$ cat src/rtl/mac_cfg_loader_pkg.sv
// Shared constants, default widths and FSM encoding for the MAC cluster config loader.
// Defining MAC_CFG_READBACK_EN in the build adds the cfg readback stream to mac_cfg_loader.
`ifndef MAC_ACC_WIDTH
`define MAC_ACC_WIDTH 8
`endif
`ifndef MAC_CONF_WIDTH
`define MAC_CONF_WIDTH 8
`endif
`ifndef MAC_CFG_DIN_W
`define MAC_CFG_DIN_W 8
`endif
`ifndef MAC_CFG_W
`define MAC_CFG_W (4*`MAC_ACC_WIDTH + `MAC_CONF_WIDTH)
`endif

package mac_cfg_loader_pkg;

   typedef enum logic [2:0] {
      MAC_CFG_ST_IDLE   = 3'd0,
      MAC_CFG_ST_LOAD   = 3'd1,
      MAC_CFG_ST_COMMIT = 3'd2,
      MAC_CFG_ST_RELOAD = 3'd3,
      MAC_CFG_ST_DRAIN  = 3'd4
   } mac_cfg_state_e;

   function automatic int cfg_beats(input int cfg_w, input int din_w);
      return (cfg_w + din_w - 1) / din_w;
   endfunction

   // A single-beat frame still needs a one-bit counter to keep port widths legal.
   function automatic int cnt_width(input int beats);
      return (beats > 1) ? $clog2(beats) : 1;
   endfunction

endpackage

$ cat src/rtl/mac_cfg_shifter.sv
// Beat counter plus shadow register: assembles a frame from indexed beat writes, or is
// parallel-loaded and stepped beat by beat when used as a serialiser.
module mac_cfg_shifter
   import mac_cfg_loader_pkg::*;
#(
   parameter int CFG_W = 40,
   parameter int DIN_W = 8,
   parameter int BEATS = 5,
   parameter int CNT_W = cnt_width(BEATS)
) (
   input  logic             clk,
   input  logic             rst,
   input  logic             clear,
   input  logic             wr_en,
   input  logic [DIN_W-1:0] wr_data,
   input  logic             load_en,
   input  logic [CFG_W-1:0] load_data,
   input  logic             adv_en,
   output logic [CFG_W-1:0] shadow,
   output logic [CNT_W-1:0] count
);

   logic [CFG_W-1:0] shadow_q, shadow_d;
   logic [CNT_W-1:0] count_q, count_d;
   logic             at_last;

   // Bits of the final beat that fall beyond CFG_W have no storage and are dropped.
   always_comb begin
      shadow_d = shadow_q;
      count_d  = count_q;
      at_last  = (count_q == CNT_W'(BEATS - 1));
      if (clear) begin
         shadow_d = '0;
         count_d  = '0;
      end else if (load_en) begin
         shadow_d = load_data;
         count_d  = '0;
      end else if (wr_en || adv_en) begin
         if (wr_en) begin
            for (int i = 0; i < CFG_W; i++) begin
               if (CNT_W'(i / DIN_W) == count_q) begin
                  shadow_d[i] = wr_data[i % DIN_W];
               end
            end
         end
         count_d = at_last ? '0 : count_q + 1'b1;
      end
   end

   always_ff @(posedge clk or negedge rst) begin
      if (!rst) begin
         shadow_q <= '0;
         count_q  <= '0;
      end else begin
         shadow_q <= shadow_d;
         count_q  <= count_d;
      end
   end

   assign shadow = shadow_q;
   assign count  = count_q;

endmodule

$ cat src/rtl/mac_cfg_loader.sv
// Config-bus writer for one mac_cluster: assembles beat frames, commits them atomically and
// pulses the cluster reset. Defining MAC_CFG_READBACK_EN adds a serial readback of cfg.
module mac_cfg_loader
   import mac_cfg_loader_pkg::*;
#(
   parameter  int ACC_W  = `MAC_ACC_WIDTH,
   parameter  int CONF_W = `MAC_CONF_WIDTH,
   parameter  int DIN_W  = `MAC_CFG_DIN_W,
   localparam int CFG_W  = 4 * ACC_W + CONF_W,
   localparam int BEATS  = cfg_beats(CFG_W, DIN_W)
) (
   input  logic             clk,
   input  logic             rst,
   input  logic             din_valid,
   output logic             din_ready,
   input  logic [DIN_W-1:0] din_data,
   input  logic             din_last,
   input  logic             en_in,
   output logic [CFG_W-1:0] cfg,
   output logic             cfg_valid,
   output logic             cluster_rst,
   output logic             cluster_en,
   output logic             frame_err,
   input  logic             err_clr
`ifdef MAC_CFG_READBACK_EN
   ,
   input  logic             rb_req,
   output logic             rb_valid,
   input  logic             rb_ready,
   output logic [DIN_W-1:0] rb_data,
   output logic             rb_last
`endif
);

   localparam int CNT_W = cnt_width(BEATS);

   mac_cfg_state_e   state_q, state_d;
   logic [CFG_W-1:0] cfg_q, cfg_d;
   logic             cfg_valid_q, cfg_valid_d;
   logic             frame_err_q, frame_err_d;
   logic             din_ready_q, din_ready_d;
   logic             cluster_rst_q, cluster_rst_d;
   logic             cluster_en_q, cluster_en_d;

   logic             accept;
   logic             cnt_last;
   logic             set_err;
   logic             rb_busy;
   logic             shf_clear;
   logic             shf_wr;
   logic             shf_load;
   logic             shf_adv;
   logic [CFG_W-1:0] shf_load_data;
   logic [CFG_W-1:0] shf_shadow;
   logic [CNT_W-1:0] shf_count;

`ifdef MAC_CFG_READBACK_EN
   logic             rb_active_q, rb_active_d;
   logic             rb_start;
   logic             rb_fire;
   logic [DIN_W-1:0] rb_data_c;
   int               rb_idx;
`endif

   // Readback reuses the same shifter; it only starts in IDLE, where the shadow holds nothing live.
   mac_cfg_shifter #(
      .CFG_W (CFG_W),
      .DIN_W (DIN_W),
      .BEATS (BEATS),
      .CNT_W (CNT_W)
   ) u_shifter (
      .clk       (clk),
      .rst       (rst),
      .clear     (shf_clear),
      .wr_en     (shf_wr),
      .wr_data   (din_data),
      .load_en   (shf_load),
      .load_data (shf_load_data),
      .adv_en    (shf_adv),
      .shadow    (shf_shadow),
      .count     (shf_count)
   );

   always_comb begin
      state_d       = state_q;
      cfg_d         = cfg_q;
      cfg_valid_d   = cfg_valid_q;
      set_err       = 1'b0;
      shf_clear     = 1'b0;
      shf_wr        = 1'b0;
      shf_load      = 1'b0;
      shf_adv       = 1'b0;
      shf_load_data = '0;
      accept        = din_valid & din_ready_q;
      cnt_last      = (shf_count == CNT_W'(BEATS - 1));

      case (state_q)
         MAC_CFG_ST_IDLE, MAC_CFG_ST_LOAD: begin
            if (accept) begin
               if (din_last && cnt_last) begin
                  shf_wr  = 1'b1;
                  state_d = MAC_CFG_ST_COMMIT;
               end else if (din_last) begin
                  set_err   = 1'b1;
                  shf_clear = 1'b1;
                  state_d   = MAC_CFG_ST_IDLE;
               end else if (cnt_last) begin
                  set_err   = 1'b1;
                  shf_clear = 1'b1;
                  state_d   = MAC_CFG_ST_DRAIN;
               end else begin
                  shf_wr  = 1'b1;
                  state_d = MAC_CFG_ST_LOAD;
               end
            end
         end
         MAC_CFG_ST_DRAIN: begin
            if (accept && din_last) begin
               state_d = MAC_CFG_ST_IDLE;
            end
         end
         MAC_CFG_ST_COMMIT: begin
            cfg_d       = shf_shadow;
            cfg_valid_d = 1'b1;
            state_d     = MAC_CFG_ST_RELOAD;
         end
         MAC_CFG_ST_RELOAD: begin
            state_d = MAC_CFG_ST_IDLE;
         end
         default: begin
            state_d = MAC_CFG_ST_IDLE;
         end
      endcase

`ifdef MAC_CFG_READBACK_EN
      rb_start      = rb_req & (state_q == MAC_CFG_ST_IDLE) & ~rb_active_q & ~accept;
      rb_fire       = rb_active_q & rb_ready;
      shf_load      = rb_start;
      shf_load_data = cfg_q;
      shf_adv       = rb_fire;
      rb_active_d   = rb_start | (rb_active_q & ~(rb_fire & cnt_last));
      rb_busy       = rb_active_d;
`else
      rb_busy       = 1'b0;
`endif

      // Outputs are computed from the next state so each flop lines up with its state's cycle.
      frame_err_d   = set_err | (frame_err_q & ~err_clr);
      din_ready_d   = (state_d inside {MAC_CFG_ST_IDLE, MAC_CFG_ST_LOAD, MAC_CFG_ST_DRAIN}) & ~rb_busy;
      cluster_rst_d = (state_d == MAC_CFG_ST_RELOAD);
      cluster_en_d  = en_in & cfg_valid_d &
                      ~(state_d inside {MAC_CFG_ST_COMMIT, MAC_CFG_ST_RELOAD});
   end

   always_ff @(posedge clk or negedge rst) begin
      if (!rst) begin
         state_q       <= MAC_CFG_ST_IDLE;
         cfg_q         <= '0;
         cfg_valid_q   <= 1'b0;
         frame_err_q   <= 1'b0;
         din_ready_q   <= 1'b0;
         cluster_rst_q <= 1'b1;
         cluster_en_q  <= 1'b0;
`ifdef MAC_CFG_READBACK_EN
         rb_active_q   <= 1'b0;
`endif
      end else begin
         state_q       <= state_d;
         cfg_q         <= cfg_d;
         cfg_valid_q   <= cfg_valid_d;
         frame_err_q   <= frame_err_d;
         din_ready_q   <= din_ready_d;
         cluster_rst_q <= cluster_rst_d;
         cluster_en_q  <= cluster_en_d;
`ifdef MAC_CFG_READBACK_EN
         rb_active_q   <= rb_active_d;
`endif
      end
   end

`ifdef MAC_CFG_READBACK_EN
   // Padding bits past CFG_W in the final readback beat are driven as zero.
   always_comb begin
      rb_data_c = '0;
      rb_idx    = 0;
      for (int j = 0; j < DIN_W; j++) begin
         rb_idx = int'(shf_count) * DIN_W + j;
         if (rb_idx < CFG_W) begin
            rb_data_c[j] = shf_shadow[rb_idx];
         end
      end
   end

   assign rb_valid = rb_active_q;
   assign rb_last  = rb_active_q & cnt_last;
   assign rb_data  = rb_data_c;
`endif

   assign din_ready   = din_ready_q;
   assign cfg         = cfg_q;
   assign cfg_valid   = cfg_valid_q;
   assign cluster_rst = cluster_rst_q;
   assign cluster_en  = cluster_en_q;
   assign frame_err   = frame_err_q;

endmodule
$ cat config.mk
export PLATFORM = sky130hd
export DESIGN_NAME = mac_cfg_loader
export DESIGN_NICKNAME = d
export VERILOG_FILES = /design/src/rtl/mac_cfg_loader_pkg.sv /design/src/rtl/mac_cfg_shifter.sv /design/src/rtl/mac_cfg_loader.sv
export SDC_FILE = /design/constraint.sdc
export NUM_CORES = 1
export LEC_CHECK = 0
export CAP_MARGIN = 10
export CORE_MARGIN = 4
export CORE_UTILIZATION = 54
export CTS_CLUSTER_DIAMETER = 80
export DETAILED_ROUTE_END_ITERATION = 12
export PLACE_DENSITY = 0.89
export SLEW_MARGIN = 20
export SYNTH_ARGS = -nofsm -noshare
export SYNTH_HDL_FRONTEND = slang
export SYNTH_HIERARCHICAL = 1
export SYNTH_SLANG_ARGS = --single-unit
$ cat constraint.sdc
create_clock -name clk -period 2.5 [get_ports clk]
set_input_delay 0.5 -clock clk [delete_from_list [all_inputs] [get_ports clk]]
set_output_delay 0.5 -clock clk [all_outputs]
set_load 0.01 [all_outputs]
==> results of run 1 <==
routing by layer:
| layer | part of all wire, % | up-vias | routed length [um] |
|---|---|---|---|
| li1 | - | 1358 | - |
| met1 | 45 | 1381 | 3760 |
| met2 | 48 | 55 | 4060 |
| met3 | 3.8 | 17 | 316 |
| met4 | 3.1 | 0 | 263 |
| met5 | 0 | - | 0 |
final cells by class:
type,count,share of cell area [%]
timing repair buffer,73,14.0
multi-input combinational,268,36.5
sequential,91,43.1
inverter,7,0.497
clock buffer,9,2.34
tap,99,2.34
clock inverter,7,1.21
cells in the final DEF (no fill, tap or decap), drive strengths merged, types with 2 or more instances in the layout:
cell and instances:
buf 16, nand2b 8, o31ai 16, a21oi 46, nor2b 11, dfrtp 90, inv 8, clkinv 2
nor2 3, mux2 64, ha 8, a21o 5, a311oi 2, conb 47, a211o 2, clkdlybuf4s50 57
or2 2, nand2 44, clkinvlp 4, clkbuf 9
power by group through the flow:
stage / combinational [mW] / sequential (mW) / clock, mW
finish: 0.667 / 1.75 / 0.924
global route: 0.727 / 1.77 / 1.03
CTS: 0.668 / 1.75 / 0.948
detailed placement: 0.665 / 1.78 / 0
global placement: 0.642 / 1.77 / 0
floorplan: 0.329 / 1.79 / 0
worst max-delay path by stage:
stage	to	slack, ns
2_1_floorplan	u_shifter/shadow[0]	0.32
3_3_place_gp	u_shifter/shadow[12]	-0.04
3_5_place_dp	u_shifter/shadow[15]	-0.07
4_1_cts	u_shifter/shadow[21]	0.32
5_1_grt	u_shifter/shadow[21]	0.22
6_report	u_shifter/shadow[21]	0.30
critical path, cell delays in order:
cell             delay [ns]
clkdlybuf4s50_1        0.50
inv_1                  0.07
ha_1                   0.29
and2_1                 0.14
buf_4                  0.26
buf_4                  0.30
a21oi_1                0.11
mux2_4                 0.28
logic make-up after synthesis:
logic type	synth area share (%)
DFF	54.2
and+or+nand+nor	8.69
adders and majority gates	2.38
buffers and inverters	4.11
other	0.0892
AOI/OAI and AO/OA	11.3
muxes	19.3
stage by stage:
| stage | power, mW | hold WS (ns) | util, % | cell area (um^2) |
|---|---|---|---|---|
| 2_1_floorplan | 2.12 | 0.204 | - | 4380 |
| 3_3_place_gp | 2.41 | 0.460 | 68.8 | 5100 |
| 3_5_place_dp | 2.44 | 0.468 | 68.8 | 5100 |
| 4_1_cts | 3.37 | 0.182 | 71.3 | 5280 |
| 5_1_grt | 3.52 | 0.189 | 71.3 | 5280 |
| 6_report | 3.34 | 0.161 | 71.3 | 5280 |
flip-flops by register name, indices dropped and copies added, names as in the netlist:
| register | flops |
|---|---|
| cfg | 40 |
| cfg_valid | 1 |
| cluster_en | 1 |
| cluster_rst | 1 |
| din_ready | 1 |
| frame_err | 1 |
| state_q | 3 |
| u_shifter/count | 3 |
| u_shifter/shadow | 40 |
==> metrics.csv, run 1 <==
stage;metric;value;unit
outcome;status;completed;
setup_path;r2r-end;u_shifter/shadow[21];
setup_path;critPathArrivalTime;2.46;ns
synthesis;yosysMostFrequentCell;dfrtp_1;
global_routing;overflow;0;
sta;finalHoldViolCount;0;
synthesis;synth_edf_count;0;
synthesis;avgSynthCellArea;12.3;um^2
sta;worst_slew_pin_slew;0.525;ns
setup_path;cp_max_fo;24;
synthesis;synth.distinct_cells;34;
synthesis;synth_top_area_share;53.6;%
global_routing;grt_max_degree;92;
synthesis;syn-instance-count;341;
global_routing;top_usage_layer;met2;
clock_network;htree_num_levels;3;
synthesis;ys_ff_latch;91;
floorplan;die_x;96.2;um
sta;timing.fmax;455;MHz
detailed_routing;drtPass1Iterations;4;
setup_path;required;2.76;ns
global_routing;track_usage;20.3;%
pwr;cellLeakagePower;2.50;nW
detailed_routing;ant_nets;0;
finish;fill_cells;522;
clock_network;cts.sinks;91;
floorplan;design.core.area;0.00741;mm^2
clock_network;postCtsSetupRepairBufs;0;
clock_network;cts_tree;built;
pwr;p_seq_share;52.4;%
sta;finalSetupTns;0;ns
global_routing;grt_util_met2;32.0;%
pwr;powerDensity;632;mW/mm^2
global_routing;grt_pass1_vias;2885;
finish;seqCellArea;0.00228;mm^2
global_routing;grt_antenna_before_repair;0;
worst_hold_path;hold_path_class;in2async;
sta;fin_crit_sh;88.0;%
placed_design;port_buffers;58;
pwr;switching_share;28.1;%
detailed_routing;drc_errors;0;
clock_network;clk_pin_slew;0.10;ns
placed_design;hpwl;5.83;mm
floorplan;dieHeight;96.2;um
setup_path;critical_path_class;in2reg;
setup_path;worstReg2RegStart;u_shifter/count[0];
floorplan;ios;59;
synthesis;async_flop_share;100;%
sta;period_minus_slack;2.20;ns
sta;grt_setup_unrepaired;false;
global_routing;grt_pass1_wl;14.0;mm
placed_design;dpl.cell_count;538;
global_routing;grtUsageMet3;3.75;%
clock_network;cts_buffers;9;
detailed_routing;first_iter_violations;176;
finish;area.growth.synth_to_final;25.6;%
detailed_routing;vias_per_cell;5.07;
run;max-cap-violations;0;
clock_network;ctsHoldBuffers;0;
clock_network;clock_path_buffers;2;
setup_path;start_kind;input pin;
sta;finalMaxSlewViolations;0;
clock_network;clock_latency;0.36;ns
synthesis;ys_top_cells_by_count;dfrtp_1, a21oi_1, nand2_1;
clock_network;cts_resized;0;
finish;multi_input_area;0.00193;mm^2
setup_path;startpoint;din_last;
floorplan;row_count;31;
placed_design;finalWeightedCongestion;0.842;
pwr;p_int;2.40;mW
finish;drive_gt1_share;21.8;%
synthesis;synth_area_leaders;dfrtp_1, mux2_2, mux2_4;
clock_network;cts_root_buf;clkbuf_8;
detailed_routing;wl_per_cell;15.2;um
pwr;p_clk_share;27.6;%
placed_design;place_ws;-0.0698;ns
setup_path;reg2reg_depth;8;
sta;fin_skew;0.00693;ns
global_routing;globalRouteMet1Util;26.7;%
finish;n_antenna_cell;0;
synthesis;synth-warning-count;6;
floorplan;start_util;56.8;%
pwr;switchingPower;0.938;mW
sta;setup_violations;0;
setup_path;endpoint_kind;flip-flop;
finish;fin_nets;472;
finish;layoutNonFillerInstCount;554;
floorplan;die_area;0.00926;mm^2
setup_path;r2r_slack;0.34;ns
synthesis;yosysSeqAreaShare;54.2;%
detailed_routing;vias;2811;
sta;setup_ws;0.301;ns
pwr;pwr-share-comb;20.0;%
synthesis;synth_flop_cell;dfrtp_1;
detailed_routing;wirelength;8.40;mm
sta;maxSlewHeadroom;65.0;%
pwr;ir_drop;0.000366;V
synthesis;synth_top_area_cell;dfrtp_1;
synthesis;syn-cell-area;0.00421;mm^2
No activity file was read; power rests on OpenSTA's default activity.
==> inputs of run 2 (changes only) <==
- CORE_UTILIZATION: 54 -> 55
- PLACE_DENSITY: 0.89 -> 0.9
- clock period: 2.5 -> 2.58 ns (I/O delays scaled with it)
==> metrics.csv, run 2 (synthesis results as in run 1) <==
stage;metric;value;unit;change
pwr;cellLeakagePower;2.51;nW;+0.37%
floorplan;start_util;57.4;%;+0.60 points
clock_network;cts_buffers;9;;unchanged
floorplan;ios;59;;unchanged
sta;setup_violations;0;;unchanged
placed_design;finalWeightedCongestion;0.821;;-2.5%
clock_network;clk_pin_slew;0.09;ns;about the same
setup_path;crit_top_cell;nor2b_1;;
run;max-cap-violations;0;;unchanged
sta;holdWs;0.126;ns;-0.0344 ns
finish;layout.cells.most_common;dfrtp_1;;
sta;finalHoldViolCount;0;;unchanged
floorplan;dieHeight;95.4;um;-0.84%
clock_network;ctsHoldBuffers;0;;unchanged
placed_design;hpwl;6.08;mm;+4.2%
global_routing;grtUsageMet3;4.26;%;+0.51 points
floorplan;die_x;95.4;um;-0.84%
clock_network;htree_num_levels;3;;unchanged
sta;grt_setup_unrepaired;false;;
sta;fin_crit_sh;87.4;%;
placed_design;dpl_cell_area;0.00509;mm^2;-0.15%
detailed_routing;drtPass1Iterations;4;;unchanged
global_routing;overflow;0;;unchanged
pwr;powerDensity;628;mW/mm^2;-0.70%
clock_network;cts_resized;0;;unchanged
clock_network;postCtsSetupRepairBufs;0;;unchanged
global_routing;top_usage_layer;met2;;
detailed_routing;drc_errors;0;;unchanged
setup_path;critPathMaxStageDelay;0.49;ns;about the same
finish;fin_nets;471;;-0.21%
detailed_routing;vias;2872;;+2.2%
floorplan;design.core.area;0.00733;mm^2;-1.0%
clock_network;clock_path_buffers;2;;unchanged
finish;final_area;0.00528;mm^2;unchanged
pwr;ir_drop;0.000365;V;-0.25%
finish;final_cell_mix;dfrtp_1, clkdlybuf4s50_1, conb_1;;
global_routing;grt_util_met2;34.1;%;+2.1 points
global_routing;track_usage;21.1;%;+0.80 points
finish;area.growth.synth_to_final;25.6;%;unchanged
setup_path;path_buf_inv;3;;-1
global_routing;grt_max_degree;39;;-58%
setup_path;critPathArrivalTime;2.49;ns;+0.03 ns
sta;fin_skew;0.0116;ns;+0.00467 ns
detailed_routing;vias_per_cell;5.19;;+2.4%
floorplan;die_area;0.00911;mm^2;-1.7%
global_routing;grt_antenna_before_repair;0;;unchanged
clock_network;cts_root_buf;clkbuf_8;;
setup_path;critical_path_class;in2reg;;
sta;maxSlewHeadroom;65.7;%;+0.73 points
clock_network;clock_latency;0.36;ns;about the same
finish;fill_cells;458;;-12%
worst_hold_path;hold_path_class;in2async;;
setup_path;cp_max_fo;8;;-67%
outcome;status;completed;;
sta;worst_slew_pin_slew;0.514;ns;-0.0109 ns
clock_network;cts.sinks;91;;unchanged
setup_path;endpoint_kind;flip-flop;;
floorplan;row_count;31;;unchanged
detailed_routing;ant_nets;0;;unchanged
finish;drive_gt1_share;20.9;%;-0.83 points
global_routing;grt_pass1_vias;2907;;+0.76%
detailed_routing;first_iter_violations;176;;unchanged
global_routing;globalRouteMet1Util;28.5;%;+1.7 points
setup_path;crit_slowest_cell;clkdlybuf4s50_1;;
setup_path;worstPathCellList;clkdlybuf4s50_1, inv_1, ha_1, nor2b_1, nor2b_1, a21o_1, buf_12, mux2_4;;
detailed_routing;wirelength;8.72;mm;+3.7%
placed_design;port_buffers;58;;unchanged
sta;finalMaxSlewViolations;0;;unchanged
sta;timing.fmax;444;MHz;
global_routing;grt_pass1_wl;14.5;mm;+3.5%
detailed_routing;wl_per_cell;15.8;um;+3.9%
clock_network;cts_tree;built;;
sta;finalSetupTns;0;ns;unchanged
finish;n_antenna_cell;0;;unchanged
setup_path;start_kind;input pin;;
setup_path;path_delay_family;buffers and inverters;;
sta;period_minus_slack;2.25;ns;
setup_path;required;2.81;ns;+0.05 ns
==> run 2: report_power, final <==
group | switching [mW] | internal, mW
Combinational | 0.279 | 0.372
Clock | 0.490 | 0.480
Sequential | 0.103 | 1.59
==> run 2: final cells by class <==
class | instances | area (um^2) | area share (%)
clock inverter | 3 | 46.3 | 0.876
sequential | 91 | 2280 | 43.1
multi-input combinational | 268 | 1930 | 36.5
inverter | 7 | 26.3 | 0.497
tap | 99 | 124 | 2.34
clock buffer | 13 | 149 | 2.82
timing repair buffer | 72 | 733 | 13.9
==> run 2: final timing paths <==
kind / from / depth (start not counted) / endpoint / slack (ns)
max in group asynchronous: rst / 2 / cfg[1] / 1.80
min in group clk: cfg[7] / 1 / cfg[7] / 0.50
hold / removal: rst / 1 / cfg[28] / 0.13
hold reg to reg: cfg[7] / 1 / cfg[7] / 0.50
setup reg to reg: u_shifter/count[0] / 8 / u_shifter/shadow[21] / 0.40
setup / recovery: din_last / 8 / u_shifter/shadow[21] / 0.33
==> run 2: stage by stage <==
| step | setup WS, ns | cells | util [%] | power (mW) |
|---|---|---|---|---|
| after floorplan | 0.403 | 387 | - | 2.05 |
| after global placement | 0.0198 | 537 | 69.4 | 2.33 |
| after detailed placement | -0.0135 | 537 | 69.4 | 2.36 |
| after CTS | 0.350 | 553 | 72.1 | 3.33 |
| after global routing | 0.236 | 553 | 72.1 | 3.48 |
| final | 0.326 | 553 | 72.1 | 3.32 |
==> run 2: layer usage <==
layer / wire (um) / part of all wire [%]
met5: 0 / 0
met1: 3920 / 45
met2: 4340 / 50
met4: 95 / 1.1
met3: 363 / 4.2
==> inputs of run 3 (changes only) <==
- SKIP_LAST_GASP: unset -> 1
==> results of run 3 <==
The final DEF is identical to that of run 2; final timing and power are the same.
